File: src/rtl/lcd_spi_tx_if.sv
// Upstream request bundle for the LCD SPI transmitter:
// a frame request level with its 9-bit payload, and the done pulse back.
interface lcd_spi_tx_if;
  logic       en_write;
  logic [8:0] data;
  logic       wr_done;

  modport master (
    output en_write,
    output data,
    input  wr_done
  );

  modport slave (
    input  en_write,
    input  data,
    output wr_done
  );
endinterface

File: src/rtl/lcd_spi_tx.sv
// Mode-0 SPI transmitter for an LCD panel: one 9-bit {dc, byte}
// frame per request, MSB first, followed by a fixed idle gap.
module lcd_spi_tx #(
  parameter int CLK_DIV = 2,
  parameter int GAP_CYC = 3
) (
  input  logic        sys_clk_50MHz,
  input  logic        sys_rst,
  lcd_spi_tx_if.slave req,
  output logic        lcd_cs,
  output logic        lcd_dc,
  output logic        lcd_sck,
  output logic        lcd_mosi
);

  typedef enum logic [2:0] {
    IDLE     = 3'd0,
    SETUP    = 3'd1,
    SHIFT_HI = 3'd2,
    SHIFT_LO = 3'd3,
    END      = 3'd4,
    GAP      = 3'd5
  } state_t;

  localparam logic [7:0] DIV_LAST = 8'(CLK_DIV - 1);
  localparam logic [7:0] GAP_LAST = 8'(GAP_CYC - 1);

  state_t     state;
  logic [7:0] div_cnt;
  logic [2:0] bit_cnt;
  logic [6:0] sr;
  logic       wr_done_q;

  assign req.wr_done = wr_done_q;

  wire div_last = (div_cnt == DIV_LAST);

  always_ff @(posedge sys_clk_50MHz or posedge sys_rst) begin
    if (sys_rst) begin
      state     <= IDLE;
      div_cnt   <= '0;
      bit_cnt   <= '0;
      sr        <= '0;
      lcd_cs    <= 1'b1;
      lcd_dc    <= 1'b0;
      lcd_sck   <= 1'b0;
      lcd_mosi  <= 1'b0;
      wr_done_q <= 1'b0;
    end else begin
      div_cnt <= div_cnt + 8'd1;
      case (state)
        IDLE: begin
          div_cnt   <= '0;
          lcd_cs    <= 1'b1;
          lcd_sck   <= 1'b0;
          lcd_mosi  <= 1'b0;
          wr_done_q <= 1'b0;
          if (req.en_write) begin
            sr       <= req.data[6:0];
            bit_cnt  <= 3'd7;
            lcd_cs   <= 1'b0;
            lcd_dc   <= req.data[8];
            lcd_mosi <= req.data[7];
            state    <= SETUP;
          end
        end
        SETUP, SHIFT_LO: begin
          if (div_last) begin
            div_cnt <= '0;
            lcd_sck <= 1'b1;
            state   <= SHIFT_HI;
          end
        end
        SHIFT_HI: begin
          if (div_last) begin
            div_cnt <= '0;
            lcd_sck <= 1'b0;
            if (bit_cnt == 3'd0) begin
              state <= END;
            end else begin
              // next bit goes out on the falling edge
              lcd_mosi <= sr[6];
              sr       <= {sr[5:0], 1'b0};
              bit_cnt  <= bit_cnt - 3'd1;
              state    <= SHIFT_LO;
            end
          end
        end
        END: begin
          if (div_last) begin
            div_cnt   <= '0;
            lcd_cs    <= 1'b1;
            lcd_mosi  <= 1'b0;
            wr_done_q <= 1'b1;
            state     <= GAP;
          end
        end
        GAP: begin
          wr_done_q <= 1'b0;
          if (div_cnt == GAP_LAST) begin
            div_cnt <= '0;
            state   <= IDLE;
          end
        end
        default: begin
          div_cnt   <= '0;
          lcd_cs    <= 1'b1;
          lcd_sck   <= 1'b0;
          lcd_mosi  <= 1'b0;
          wr_done_q <= 1'b0;
          state     <= IDLE;
        end
      endcase
    end
  end

endmodule

File: src/flat_wrapper.sv
// flat-port wrapper written by rule: the top's interface ports become plain ports
module lcd_spi_tx_flat 
#(
  parameter int CLK_DIV = 2,
  parameter int GAP_CYC = 3
)
  (sys_clk_50MHz, sys_rst, lcd_cs, lcd_dc, lcd_sck, lcd_mosi, req_en_write, req_data, req_wr_done);
  lcd_spi_tx_if req_i ();
  input  logic sys_clk_50MHz;
  input  logic sys_rst;
  output logic lcd_cs;
  output logic lcd_dc;
  output logic lcd_sck;
  output logic lcd_mosi;
  input wire logic [$bits(req_i.en_write)-1:0] req_en_write;
  input wire logic [$bits(req_i.data)-1:0] req_data;
  output wire logic [$bits(req_i.wr_done)-1:0] req_wr_done;
  assign req_i.en_write = req_en_write;
  assign req_i.data = req_data;
  assign req_wr_done = req_i.wr_done;
  lcd_spi_tx #(.CLK_DIV(CLK_DIV), .GAP_CYC(GAP_CYC)) u_core (.sys_clk_50MHz(sys_clk_50MHz), .sys_rst(sys_rst), .req(req_i), .lcd_cs(lcd_cs), .lcd_dc(lcd_dc), .lcd_sck(lcd_sck), .lcd_mosi(lcd_mosi));
endmodule
File: config.mk
export PLATFORM = sky130hd
export DESIGN_NAME = lcd_spi_tx_flat
export DESIGN_NICKNAME = d
export VERILOG_FILES = /design/src/rtl/lcd_spi_tx_if.sv /design/src/rtl/lcd_spi_tx.sv /design/src/flat_wrapper.sv
export SDC_FILE = /design/constraint.sdc
export NUM_CORES = 1
export LEC_CHECK = 0
export CAP_MARGIN = 5
export CORE_MARGIN = 1.5
export CORE_UTILIZATION = 35
export CTS_CLUSTER_SIZE = 40
export DETAILED_ROUTE_END_ITERATION = 12
export GPL_ROUTABILITY_DRIVEN = 1
export SYNTH_ARGS = -nofsm -noshare
export SYNTH_HDL_FRONTEND = slang
export SYNTH_SLANG_ARGS = --single-unit
File: constraint.sdc
create_clock -name sys_clk_50MHz -period 4 [get_ports sys_clk_50MHz]
set_clock_uncertainty 0.1 [all_clocks]
set_input_delay 0.6 -clock sys_clk_50MHz [delete_from_list [all_inputs] [get_ports sys_clk_50MHz]]
set_output_delay 0.6 -clock sys_clk_50MHz [all_outputs]
set_load 0.02 [all_outputs]
==> report_table.html <==
<table>
<tr><th>Metric</th><th>Value</th></tr>
<tr><th colspan="2">Cells and area</th></tr>
<tr><td>Share of layout cells above drive strength 1</td><td>15.89%</td></tr>
<tr><td>Non-filler instance count after layout</td><td>201</td></tr>
<tr><td>Leading cell types in the layout, fill and taps excluded</td><td>dfrtp_1 (25), clkdlybuf4s50_1 (16), nor2_1 (12), inv_1 (9)</td></tr>
<tr><td>Area of combinational cells with multiple inputs</td><td>728.2 sq um</td></tr>
<tr><td>Post-layout net count</td><td>169</td></tr>
<tr><td>Fill count</td><td>380</td></tr>
<tr><td>Design area</td><td>0.001715 sq mm</td></tr>
<tr><td>FF+latch area</td><td>651.9 sq um</td></tr>
<tr><td>Fin util</td><td>43.19%</td></tr>
<tr><td>Inserted Diodes</td><td>0</td></tr>
<tr><td>Area added between synthesis and finish</td><td>19.01%</td></tr>
<tr><td>Leading cell type in the layout, fill and taps excluded</td><td>dfrtp_1</td></tr>
<tr><th colspan="2">Placed design</th></tr>
<tr><td>Cells after DPL</td><td>197</td></tr>
<tr><td>Post-placement worst setup slack</td><td>1152 ps</td></tr>
<tr><td>HPWL reported at the end of detailed placement</td><td>1.935 mm</td></tr>
<tr><td>Number of I/O port buffers</td><td>16</td></tr>
<tr><td>Cell area reported after detailed placement</td><td>0.001644 sq mm</td></tr>
<tr><td>RD Place Congestion</td><td>0.8145</td></tr>
<tr><th colspan="2">Synth</th></tr>
<tr><td>Mux share of post-synthesis cell area</td><td>13.89%</td></tr>
<tr><td>Mean instance size in the synthesized netlist</td><td>10.68 sq um</td></tr>
<tr><td>Adder-cell share of the synthesized area</td><td>4.340%</td></tr>
<tr><td>Yosys reg bits</td><td>26</td></tr>
<tr><td>Synthesized-area fraction occupied by ao, oa, aoi and oai cells</td><td>11.98%</td></tr>
<tr><td>Number of synthesis warnings</td><td>0</td></tr>
<tr><td>Share of async-settable or async-resettable flops after synthesis</td><td>100.0%</td></tr>
<tr><td>Gate count after technology mapping</td><td>135</td></tr>
<tr><td>Syn_nets</td><td>152</td></tr>
<tr><td>Top_reg_cell synth</td><td>dfrtp_1</td></tr>
<tr><td>Cell types occupying the most area after synthesis</td><td>dfrtp_1 (43%), mux2_2 (6.3%), mux2_4 (6.3%)</td></tr>
<tr><td>Yosys top cell area share</td><td>43.40%</td></tr>
<tr><td>Simple logic cell fraction of the synthesized area</td><td>16.67%</td></tr>
<tr><td>Biggest area consumer among synthesized cells</td><td>dfrtp_1</td></tr>
<tr><td>Count of flip-flops with a built-in enable after synthesis</td><td>0</td></tr>
<tr><td>Synth cell types</td><td>42</td></tr>
<tr><td>Parity-gate share of the synthesized area counting xor and xnor cells</td><td>3.646%</td></tr>
<tr><td>Fraction of the yosys area taken by sequential cells</td><td>45.23%</td></tr>
<tr><td>Mapped Area</td><td>0.001441 sq mm</td></tr>
<tr><td>Dominant combinational cell family by area after synthesis</td><td>simple AND/OR/NAND/NOR gates</td></tr>
<tr><th colspan="2">Worst hold path</th></tr>
<tr><td>Type of the worst min-delay path</td><td>flop to flop</td></tr>
<tr><th colspan="2">Die</th></tr>
<tr><td>Starting density of the core</td><td>36.29%</td></tr>
<tr><td>Die Span X</td><td>67.18 microns</td></tr>
<tr><td>Core Rows</td><td>23</td></tr>
<tr><td>Die H</td><td>67.18 microns</td></tr>
<tr><td>Area enclosed by the die boundary</td><td>0.004512 sq mm</td></tr>
<tr><td>I/O pins</td><td>17</td></tr>
<tr><td>Core region area</td><td>0.003971 sq mm</td></tr>
<tr><th colspan="2">Drt</th></tr>
<tr><td>Drt first-iter violations</td><td>48</td></tr>
<tr><td>Routed length per instance</td><td>13.16 microns</td></tr>
<tr><td>First-pass iteration count of the detailed router</td><td>4</td></tr>
<tr><td>Total vias in the final route</td><td>1050</td></tr>
<tr><td>Antenna viol nets, final</td><td>0</td></tr>
<tr><td>Drt drc</td><td>0</td></tr>
<tr><td>Total routed wirelength</td><td>2.645 mm</td></tr>
<tr><td>Via-to-Cell Ratio</td><td>5.224</td></tr>
<tr><th colspan="2">Clock tree</th></tr>
<tr><td>Clock slew at the register clock pins of the worst setup and hold paths</td><td>90 ps</td></tr>
<tr><td>Clock tree from TritonCTS</td><td>yes</td></tr>
<tr><td>Post-CTS setup buffer count</td><td>0</td></tr>
<tr><td>Cts-stage hold buffer count</td><td>0</td></tr>
<tr><td>Clock tree buffer depth</td><td>2</td></tr>
<tr><td>CTS-repair resized insts</td><td>0</td></tr>
<tr><td>Number of H-tree levels</td><td>1</td></tr>
<tr><td>Root buffer selected by CTS</td><td>clkbuf_8</td></tr>
<tr><td>Source-to-sink clock delay at the later pin of the worst-skew pair</td><td>270 ps</td></tr>
<tr><td>CTS Buf Count</td><td>3</td></tr>
<tr><td># clock sinks</td><td>26</td></tr>
<tr><th colspan="2">Power and ir drop</th></tr>
<tr><td>Highest ir drop seen on vdd</td><td>331.3 uV</td></tr>
<tr><td>Leakage power</td><td>0.7605 nW</td></tr>
<tr><td>Total power of the final layout</td><td>1.268 mW</td></tr>
<tr><td>Power density cells</td><td>739.4 mW/mm^2</td></tr>
<tr><th colspan="2">Setup path</th></tr>
<tr><td>Maximum fanout encountered on the critical timing path</td><td>10</td></tr>
<tr><td>Kind of launch point of the worst setup path</td><td>input pin</td></tr>
<tr><td>Worst R2R Setup Slack</td><td>1650 ps</td></tr>
<tr><td>Kind of critical path</td><td>input pin to flop</td></tr>
<tr><td>Data required time of the critical path</td><td>4070 ps</td></tr>
<tr><td>Critical path arrival</td><td>2590 ps</td></tr>
<tr><td>Sort of element at the end of the critical path</td><td>flop</td></tr>
<tr><th colspan="2">STA</th></tr>
<tr><td>Setup Viol. Count Final</td><td>0</td></tr>
<tr><td>Final hold violation count</td><td>0</td></tr>
<tr><td>Worst Hold Slack</td><td>422.4 ps</td></tr>
<tr><td>Transition at the pin with the smallest max-transition slack</td><td>984.0 ps</td></tr>
<tr><td>Post-layout min period</td><td>2527 ps</td></tr>
<tr><td>Final worst-path cycle share</td><td>63.18%</td></tr>
<tr><td>Highest clock rate</td><td>395.7 MHz</td></tr>
<tr><td>Setup Total Neg Slack</td><td>0 ps</td></tr>
<tr><td>Slew headroom</td><td>34.32%</td></tr>
<tr><td>Fin worst setup slack</td><td>1473 ps</td></tr>
<tr><td>Pins Over Slew Limit</td><td>0</td></tr>
<tr><td>RSZ-0062 raised after global routing</td><td>no</td></tr>
<tr><th colspan="2">Global routing</th></tr>
<tr><td>Maximum number of pins on one net before global-route repair</td><td>27</td></tr>
<tr><td>Initial antenna violation count</td><td>0</td></tr>
<tr><td>Number of global-route vias before repair</td><td>1041</td></tr>
<tr><td>Wire length of the first global-routing pass</td><td>4.616 mm</td></tr>
<tr><td>Grt ovf</td><td>0</td></tr>
<tr><td>Global routing usage summed across all routing layers</td><td>13.63%</td></tr>
<tr><th colspan="2">Job</th></tr>
<tr><td>Max Cap Violations</td><td>0</td></tr>
<tr><th colspan="2">Status</th></tr>
<tr><td>Run status</td><td>finished, final reports clean</td></tr>
</table>
[cells by family after synthesis]
family / Yosys count
AOI/OAI and AO/OA: 25
xor gates and xnor gates: 6
adders and majority gates: 5
buffers and inverters: 14
DFF: 26
muxes: 16
and+or+nand+nor: 43
[final timing paths]
kind / startpoint / end / depth (start not counted)
max: req_en_write / u_core.sr[4] / 4
max reg2reg: u_core.state[2] / u_core.sr[4] / 3
min in group asynchronous: sys_rst / u_core.div_cnt[3] / 2
min reg2reg: u_core.sr[3] / u_core.sr[3] / 1
min: u_core.sr[3] / u_core.sr[3] / 1
max in group asynchronous: sys_rst / u_core.state[0] / 2
[flip-flops by register name (all words and copies together), names as in the netlist]
register and count:
u_core.lcd_sck 1, u_core.state 3, u_core.sr 7, u_core.req.wr_done 1, u_core.bit_cnt 3, u_core.lcd_mosi 1, u_core.lcd_cs 1, u_core.lcd_dc 1
u_core.div_cnt 8
[power by group]
part	internal, mW	switching [mW]
clock	0.134	0.0851
combinational	0.312	0.279
sequential	0.361	0.0971
[area by class of cell]
type | instances | share of cell area, %
tap | 50 | 3.647
inverter | 9 | 1.969
sequential | 26 | 38.00
clock buffer | 3 | 2.407
clock inverter | 1 | 1.751
multi-input combinational | 95 | 42.45
timing repair buffer | 17 | 9.774
[cell usage after synthesis (all sizes together) (5+ instances only)]
library cell	number
nand2	8
a21oi	5
nand3	6
nor2	12
ha	5
dfrtp	25
o21ai	5
xor2	5
mux2	14
inv	9
[worst max-delay path: stages]
cell and delay [ps]:
clkdlybuf4s50_1 530, nor4b_1 560, nand2b_1 560, mux2_4 350
[routing by layer]
layer | up-vias | global-route usage (%) | part of all wire [%]
li1 | 508 | - | -
met1 | 526 | 16.53 | 46
met2 | 11 | 23.89 | 50
met3 | 5 | 2.000 | 2.3
met4 | 0 | 6.122 | 1.9
met5 | - | 0 | 0
(Power assumes the default switching activity.)
